$ cat src/rtl/delay_pkg.sv
// Shared types and constants for the millisecond delay timer
// and the arbiter that shares it among requesters.
package delay_pkg;

    localparam int MS_W         = 8;
    localparam int TICKS_PER_MS = 10000;

    typedef enum logic [2:0] {
        IDLE,
        LOAD,
        ARM,
        WAIT,
        DONE,
        CANCEL
    } state_t;

endpackage

$ cat src/rtl/rr_pick.sv
// Rotating-priority picker: first set request bit at or after ptr,
// wrapping modulo N. Purely combinational.
module rr_pick #(
    parameter int N     = 4,
    parameter int IDX_W = $clog2(N)
) (
    input  logic [N-1:0]     req,
    input  logic [IDX_W-1:0] ptr,
    output logic             found,
    output logic [IDX_W-1:0] idx
);

    logic [2*N-1:0] dbl;
    logic [N-1:0]   rot;
    int             s;

    assign dbl = {req, req} >> ptr;
    assign rot = dbl[N-1:0];

    // lowest rotation offset wins; scan high to low so it lands last
    always_comb begin
        found = 1'b0;
        idx   = '0;
        s     = 0;
        for (int i = N - 1; i >= 0; i--) begin
            if (rot[i]) begin
                found = 1'b1;
                s     = int'(ptr) + i;
                if (s >= N) s = s - N;
                idx   = IDX_W'(s);
            end
        end
    end

endmodule

$ cat src/rtl/delay_arbiter.sv
// Round-robin owner of the single ms delay timer: grants, loads,
// watches free, and pulses done (or aborts the timer on withdrawal).
module delay_arbiter
    import delay_pkg::*;
#(
    parameter int N     = 4,
    parameter int IDX_W = $clog2(N)
) (
    input  logic              clk,
    input  logic              rst,
    input  logic [N-1:0]      req,
    input  logic [MS_W*N-1:0] req_ms,
    output logic [N-1:0]      grant,
    output logic [N-1:0]      done,
    output logic              busy,
    output logic              tmr_set,
    output logic [MS_W-1:0]   tmr_ms,
    output logic              tmr_rst,
    input  logic              tmr_free
);

    state_t           state;
    logic [IDX_W-1:0] ptr;
    logic [IDX_W-1:0] idx;
    logic [IDX_W-1:0] idx_next;
    logic [IDX_W-1:0] pick_idx;
    logic             pick_found;
    logic             abort;

    rr_pick #(
        .N    (N),
        .IDX_W(IDX_W)
    ) u_pick (
        .req  (req),
        .ptr  (ptr),
        .found(pick_found),
        .idx  (pick_idx)
    );

    assign idx_next = (idx == IDX_W'(N - 1)) ? '0 : idx + IDX_W'(1);

    // a withdrawn request beats a same-cycle timer expiry
    assign abort = ~req[idx] & (state inside {LOAD, ARM, WAIT});

    // FSM with all outputs registered alongside the state
    always_ff @(posedge clk) begin
        if (rst) begin
            state   <= IDLE;
            ptr     <= '0;
            idx     <= '0;
            tmr_ms  <= '0;
            grant   <= '0;
            done    <= '0;
            busy    <= 1'b0;
            tmr_set <= 1'b0;
            tmr_rst <= 1'b0;
        end else begin
            tmr_set <= 1'b0;
            tmr_rst <= 1'b0;
            done    <= '0;
            if (abort) begin
                state   <= CANCEL;
                tmr_rst <= 1'b1;
                grant   <= '0;
                ptr     <= idx_next;
            end else begin
                unique case (state)
                    IDLE: begin
                        if (pick_found) begin
                            state   <= LOAD;
                            idx     <= pick_idx;
                            tmr_ms  <= req_ms[MS_W*int'(pick_idx) +: MS_W];
                            grant   <= N'(1) << pick_idx;
                            busy    <= 1'b1;
                            tmr_set <= 1'b1;
                        end
                    end
                    LOAD: state <= ARM;
                    ARM:  state <= WAIT;
                    WAIT: begin
                        if (tmr_free) begin
                            state <= DONE;
                            done  <= N'(1) << idx;
                            grant <= '0;
                            ptr   <= idx_next;
                        end
                    end
                    DONE, CANCEL: begin
                        state <= IDLE;
                        busy  <= 1'b0;
                    end
                    default: begin
                        state <= IDLE;
                        busy  <= 1'b0;
                        grant <= '0;
                    end
                endcase
            end
        end
    end

endmodule
$ cat config.mk
export PLATFORM = sky130hd
export DESIGN_NAME = delay_arbiter
export DESIGN_NICKNAME = d
export VERILOG_FILES = /design/src/rtl/delay_pkg.sv /design/src/rtl/rr_pick.sv /design/src/rtl/delay_arbiter.sv
export SDC_FILE = /design/constraint.sdc
export NUM_CORES = 1
export LEC_CHECK = 0
export ABC_AREA = 1
export CORE_MARGIN = 2
export CORE_UTILIZATION = 30
export DETAILED_ROUTE_END_ITERATION = 16
export PLACE_DENSITY_LB_ADDON = 0.05
export SYNTH_ARGS = -nofsm -noshare
export SYNTH_HDL_FRONTEND = slang
export SYNTH_SLANG_ARGS = --single-unit
$ cat constraint.sdc
create_clock -name clk -period 1.6 [get_ports clk]
set_input_delay 0.48 -clock clk [delete_from_list [all_inputs] [get_ports clk]]
set_output_delay 0.48 -clock clk [all_outputs]
set_load 0.005 [all_outputs]
==> impl_results.md, run 1 <==
- Post-synthesis simple-gate area fraction: 45.11%
- Multi-input gate area: 1191 um2
- Final design area excluding fillers: 2920 um2
- Period utilisation layout: 104.3%
- Syn nets: 301
- EDFF count, synth: 0
- Total GRT Usage: 16.38%
- Synth top area cells: dfxtp_1 31%, nand2_1 15%, nand3_1 9.6%
- Core Region: 5439 um2
- Port Buf Inserts: 57
- Area leader, netlist: dfxtp_1
- Area Overhead vs Synth: 75.49%
- Die Span X: 78.48 um
- Grt ovf: 0
- Worst EP arrival: 1.84 ns
- Clock sink count: 26
- Startpoint type of the worst setup path: input port
- Reg clk slew, reported paths: 0.09 ns
- First-pass GRT wire length: 8.142 mm
- Placed cell areas: 2469 um2
- TritonCTS clock tree: built
- Final cell count without fillers: 420
- R2R depth: 13
- Final setup violating endpoints: 12
- RSZ-0062 raised after global routing: true
- Highest ir drop seen on vdd: 0.7177 mV
- Vias: 1936
- WHS Path Cells: 2
- Share of cells above drive strength 1: 36.78%
- Synth Warn #: 0
- Crit. path cell count: 14
- Max H-tree Level: 1
- Post-synth top cells: 67 x nand2_1, 32 x inv_1, 32 x nand3_1, 32 x nor2_1, 26 x dfxtp_1
- Gpl congestion: 0.9101
- Critical-path top delay cell: dlygate4sd2_1
- Post-route ant nets: 0
- Power per Cell Area: 1793 nW/um2
- Antenna Cells: 0
- Register area: 539.3 um2
- Post-Syn Instances: 261
- Inserted Clock Buffers: 3
- Worst slew pin tran: 0.2201 ns
- Failing checks: negative setup slack
- Post-layout util: 53.69%
- Leakage power: 0.001471 uW
- DRC: 0
- Synth top area share: 31.28%
- Setup crit end kind: register
- Final Hold Fails: 0
- Sequential share of the synthesized area: 31.28%
- Avg WL per Cell: 12.25 um
- Cell family with most CP delay: simple AND/OR/NAND/NOR gates
- CP Max Fanout: 5
- Proportion of synthesized area in mux cells: 0%
- Vias in the first global route: 1888
- Synth Area in XOR/XNOR: 0%
- Skew-Pair Late Insertion Delay: 0.27 ns
- Die area: 6159 um2
- Die H: 78.48 um
- Fin nets: 389
- Cell area after synthesis: 1664 um2
- Clock skew: 0.004505 ns
- Clock root cell: clkbuf_8
- Synth Flop Type: dfxtp_1
- Compound-Gate Fraction of Synth Area: 10.15%
- Max Freq: 0.5990 GHz
- Fillcell total: 535
- Critical path class: in2reg
- Most frequent cell after synthesis: nand2_1
- Synth cell types: 27
- Hold buffer count at CTS: 0
- Initial antenna violation count: 0
- Iter 0 DRT Violations: 43
- Hold WC Path Type: reg2reg
- Minimum clock period: 1.669 ns
- Maxcap violations: 0
- Synth Register Bits: 26
- Critical path required time: 1.77 ns
- Largest family of logic cells by synthesized area: simple AND/OR/NAND/NOR gates
- Worst setup margin: -0.06936 ns
- Synth Area in Adders: 0.7519%
- CP bufs+invs: 4
- Final Max Slew Viols: 0
- Final WL: 5.146 mm
- Max incr delay on CP: 0.25 ns
- Post-DP HPWL: 3.573 mm
- Worst path cell trace: dlygate4sd2_1, inv_1, nand2_4, nand3_4, inv_1, nor2_2, nand2_2, nand2_2, nand2_4, clkbuf_16, nand3_1, nand2_2, nor2_1, nor2_1
- Worst Hold Slack: 0.4618 ns
- I/O Pins: 58
- FFs w/ async S/R, synth: 0%
- Slew margin rel.: 85.17%
- Initial core utilization: 30.60%
- Dpl cells: 407
- Clk buf depth: 2
- Place WS: -0.6212 ns
- Cell mode on critical path: nand2_2
- Row count: 27
- Drt first pass iters: 4
- Post-Syn Area per Cell: 6.376 um2
- Outcome: finished, violations left
- Via/cell ratio: 4.610
- Pin count of the biggest net entering global routing: 21
power breakdown:
part	internal, uW	switching, uW
Combinational	1700	2050
Clock	220	211
Sequential	889	169
Total	2810	2430
worst reg2reg max path, stage by stage (launching register included):
cell       delay (ns)
dfxtp_4          0.39
buf_4            0.17
nand2_1          0.08
nand2_2          0.05
a21oi_2          0.12
nand2_1          0.08
nand2_2          0.09
nand2_2          0.07
nand2_4          0.13
clkbuf_16        0.17
nand3_2          0.06
nand2_1          0.07
nor2_1           0.04
nor2_1           0.08
cells by family (layout without fill, tap and decap cells):
| logic type | count (synthesis) | after routing |
|---|---|---|
| AOI/OAI and AO/OA | 32 | 32 |
| adders and majority gates | 1 | 1 |
| buffers and inverters | 46 | 131 |
| DFF | 26 | 26 |
| and+or+nand+nor | 156 | 158 |
flip-flops by register name, indices dropped and copies added, names as in the netlist:
register	flops
tmr_set	1
tmr_rst	1
tmr_ms	8
ptr	2
busy	1
done	4
state	3
idx	2
grant	4
path summary, 6_finish.rpt:
kind                            startpoint   endpoint  slack [ns]
worst min-delay path                  busy       busy        0.46
worst max-delay path                req[3]  tmr_ms[1]       -0.07
worst max register to register      ptr[0]  tmr_ms[6]       -0.06
worst min register to register        busy       busy        0.46
repair_timing:
| action | CTS | global route |
|---|---|---|
| setup endpoints to repair | 37 | 32 |
| gates resized for setup | 43 | 61 |
| gates cloned | 2 | 3 |
| buffers inserted | 2 | 2 |
| pin swaps | 24 | 18 |
stage by stage:
step,setup TNS [ns],power [uW]
finish,-0.6093,5237
detailed placement,-13.06,4010
CTS,-0.5169,4718
global route,-2.102,5730
floorplan,0,2898
global placement,-12.67,4015
layer usage:
metal	vias to the layer above	track usage, %	share of wire [%]
met5	-	0	0
met4	0	5.439	2.3
met3	12	3.448	4.0
met2	47	29.40	49
met1	872	19.31	44
li1	1005	-	-
area by class of cell:
class / instances / share of cell area [%]
repair buffers: 89 / 30.21
multi-input cells: 191 / 40.79
well taps: 72 / 3.085
flip-flops and latches: 26 / 18.47
inverters: 38 / 5.570
clock buffers: 4 / 1.885
layout by cell type, fill, tap and decap left out, types with 11 or more instances in the layout:
cell type / count
nand2_1: 44
clkdlybuf4s50_1: 41
inv_1: 31
nor2_1: 27
buf_4: 24
nand2_2: 22
nand3_2: 22
nand3_1: 16
dfxtp_1: 15
nand2_4: 12
a21oi_1: 12
o21ai_0: 11
Power figures use the tool's default switching activity.
==> run 2: changes to the inputs <==
--- a/config.mk
+++ b/config.mk
@@ -6,7 +6,7 @@
 export NUM_CORES = 1
 export LEC_CHECK = 0
 export ABC_AREA = 1
-export CORE_MARGIN = 2
+export CORE_MARGIN = 5
 export CORE_UTILIZATION = 30
 export DETAILED_ROUTE_END_ITERATION = 16
 export PLACE_DENSITY_LB_ADDON = 0.05
==> constraint.sdc (replaced) <==
create_clock -name clk -period 1.8 [get_ports clk]
set_input_delay 0.54 -clock clk [delete_from_list [all_inputs] [get_ports clk]]
set_output_delay 0.54 -clock clk [all_outputs]
set_load 0.005 [all_outputs]
==> run 2 against run 1 <==
Net effect: cell count shrank 1.4%; final area decreased by 6.2%; the flow now finishes without violations; first-iteration DRC count is 4.7% higher; largest cell class unchanged; via count shrank 2.6%.
==> impl_results.md, run 2 (synthesis results as in run 1) <==
- Port Buf Inserts: 57
- Clock root cell: clkbuf_8
- Initial core utilization: 30.60%
- Max H-tree Level: 1
- Leakage power: 0.001270 uW
- Hold buffer count at CTS: 0
- Die Span X: 84.48 um
- Post-DP HPWL: 3.595 mm
- Die area: 7137 um2
- Vias: 1885
- Critical path required time: 1.26 ns
- TritonCTS clock tree: built
- Final WL: 4.899 mm
- Largest register FFs: 8
- Reg clk slew, reported paths: 0.09 ns
- Clk pwr share: 7.4%
- Skew-Pair Late Insertion Delay: 0.27 ns
- I/O Pins: 58
- Area Overhead vs Synth: 64.59%
- R2R setup slack: 0.15 ns
- Setup crit end kind: primary output
- Minimum clock period: 1.700 ns
- Worst path cell trace: clkdlybuf4s50_1
- Sw Pwr: 2020 uW
- Biggest regs: tmr_ms (8), done (4), grant (4)
- Max incr delay on CP: 0.52 ns
- Flop pwr share: 20.8%
- Cell family with most CP delay: buffers and inverters
- Max Freq: 0.5882 GHz
- Share of cells above drive strength 1: 26.02%
- Final design area excluding fillers: 2739 um2
- Clock sink count: 26
- Via/cell ratio: 4.553
- Maxcap violations: 0
- CP bufs+invs: 1
- Outcome: completed
- Biggest register: tmr_ms
- Pin count of the biggest net entering global routing: 21
- Final setup violating endpoints: 0
- Core Region: 5439 um2
- Dpl cells: 403
- Slew margin rel.: 83.70%
- Die H: 84.48 um
- Commonest non-fill, non-tap cells in the layout: 56 x nand2_1, 53 x clkdlybuf4s50_1, 30 x inv_1
- Avg WL per Cell: 11.83 um
- Fillcell total: 573
- Grt ovf: 0
- Sw frac: 45.88%
- Drt first pass iters: 4
- First-pass GRT wire length: 8.024 mm
- Initial antenna violation count: 0
- Final Hold Fails: 0
- Placed cell areas: 2439 um2
- Fin nets: 384
- Worst setup margin: 0.09979 ns
- RSZ-0062 raised after global routing: true
- Iter 0 DRT Violations: 45
- Place WS: -0.5254 ns
- CP Max Fanout: 2
- Row count: 27
- Highest ir drop seen on vdd: 0.6427 mV
- Critical-path top delay cell: clkdlybuf4s50_1
- Commonest non-fill, non-tap cell in the layout: nand2_1
- Gpl congestion: 0.8021
- Hold WC Path Type: reg2reg
- Vias in the first global route: 1744
- Period utilisation layout: 94.46%
- Startpoint type of the worst setup path: register
- Final Max Slew Viols: 0
- Int Power: 2383 uW
- Clock skew: 0.002158 ns
- Worst EP arrival: 1.16 ns
- Antenna Cells: 0
- Worst Hold Slack: 0.4648 ns
- Power per Cell Area: 1608 nW/um2
- Post-layout util: 50.36%
- Inserted Clock Buffers: 3
- DRC: 0
- Critical path class: reg2out
- Final cell count without fillers: 414
- Post-route ant nets: 0
- Total GRT Usage: 13.46%
- Part of the power in combinational logic: 71.7%
- Worst slew pin tran: 0.2419 ns
- Clk buf depth: 2
[run 2: cell types whose count changed in the layout (fill, tap and decap cells not counted), moves of 3 or more]
cell and change:
dfxtp_1 +9, dfxtp_2 -9, clkdlybuf4s50_1 +12, inv_2 +3, buf_4 -4, nand2_1 +12
nand3_2 -12, dlygate4sd2_1 -6, nand3_1 +13, dlymetal6s2s_1 -7, nand2_2 -12
[run 2: final timing paths]
path	from	depth (start not counted)	to
worst max register to register	ptr[0]	14	tmr_ms[5]
worst min-delay path	busy	2	busy
worst max-delay path	tmr_ms[6]	1	tmr_ms[6]
worst min register to register	busy	2	busy
[run 2: power groups by stage]
stage,sequential (uW),combinational [uW],clock [uW]
detailed placement,922,2640,0
global placement,928,2620,0
finish,918,3160,326
CTS,919,2910,338
global route,950,3530,367
floorplan,883,1690,0
[run 2: routing by layer]
layer / global-route usage (%) / vias to the layer above / part of all wire [%]
met4: 0.8633 / 0 / 0.27
met5: 0 / - / 0
met3: 3.435 / 2 / 5.8
met2: 23.77 / 47 / 49
li1: - / 991 / -
met1: 17.25 / 845 / 44
[run 2: what timing repair did]
item / in CTS / in global routing
cloned: 2 / 1
setup buffers: 3 / 2
setup endpoints to repair: 19 / 14
pin swaps: 9 / 14
resized for setup: 19 / 38
[run 2: stage by stage]
| step | power [uW] | setup TNS (ns) |
|---|---|---|
| floorplan | 2576 | 0 |
| global placement | 3550 | -9.752 |
| detailed placement | 3558 | -9.874 |
| CTS | 4166 | 0 |
| global route | 4848 | -0.0008031 |
| finish | 4403 | 0 |
[run 2: area by class of cell]
cell class / count / area [um2] / area share [%]
Timing Repair Buffer: 84 / 824.5 / 30.11
Multi-Input combinational cell: 191 / 1095 / 39.97
Inverter: 38 / 160.2 / 5.847
Tap cell: 72 / 90.09 / 3.289
Sequential cell: 26 / 528.0 / 19.28
Clock buffer: 3 / 41.29 / 1.508
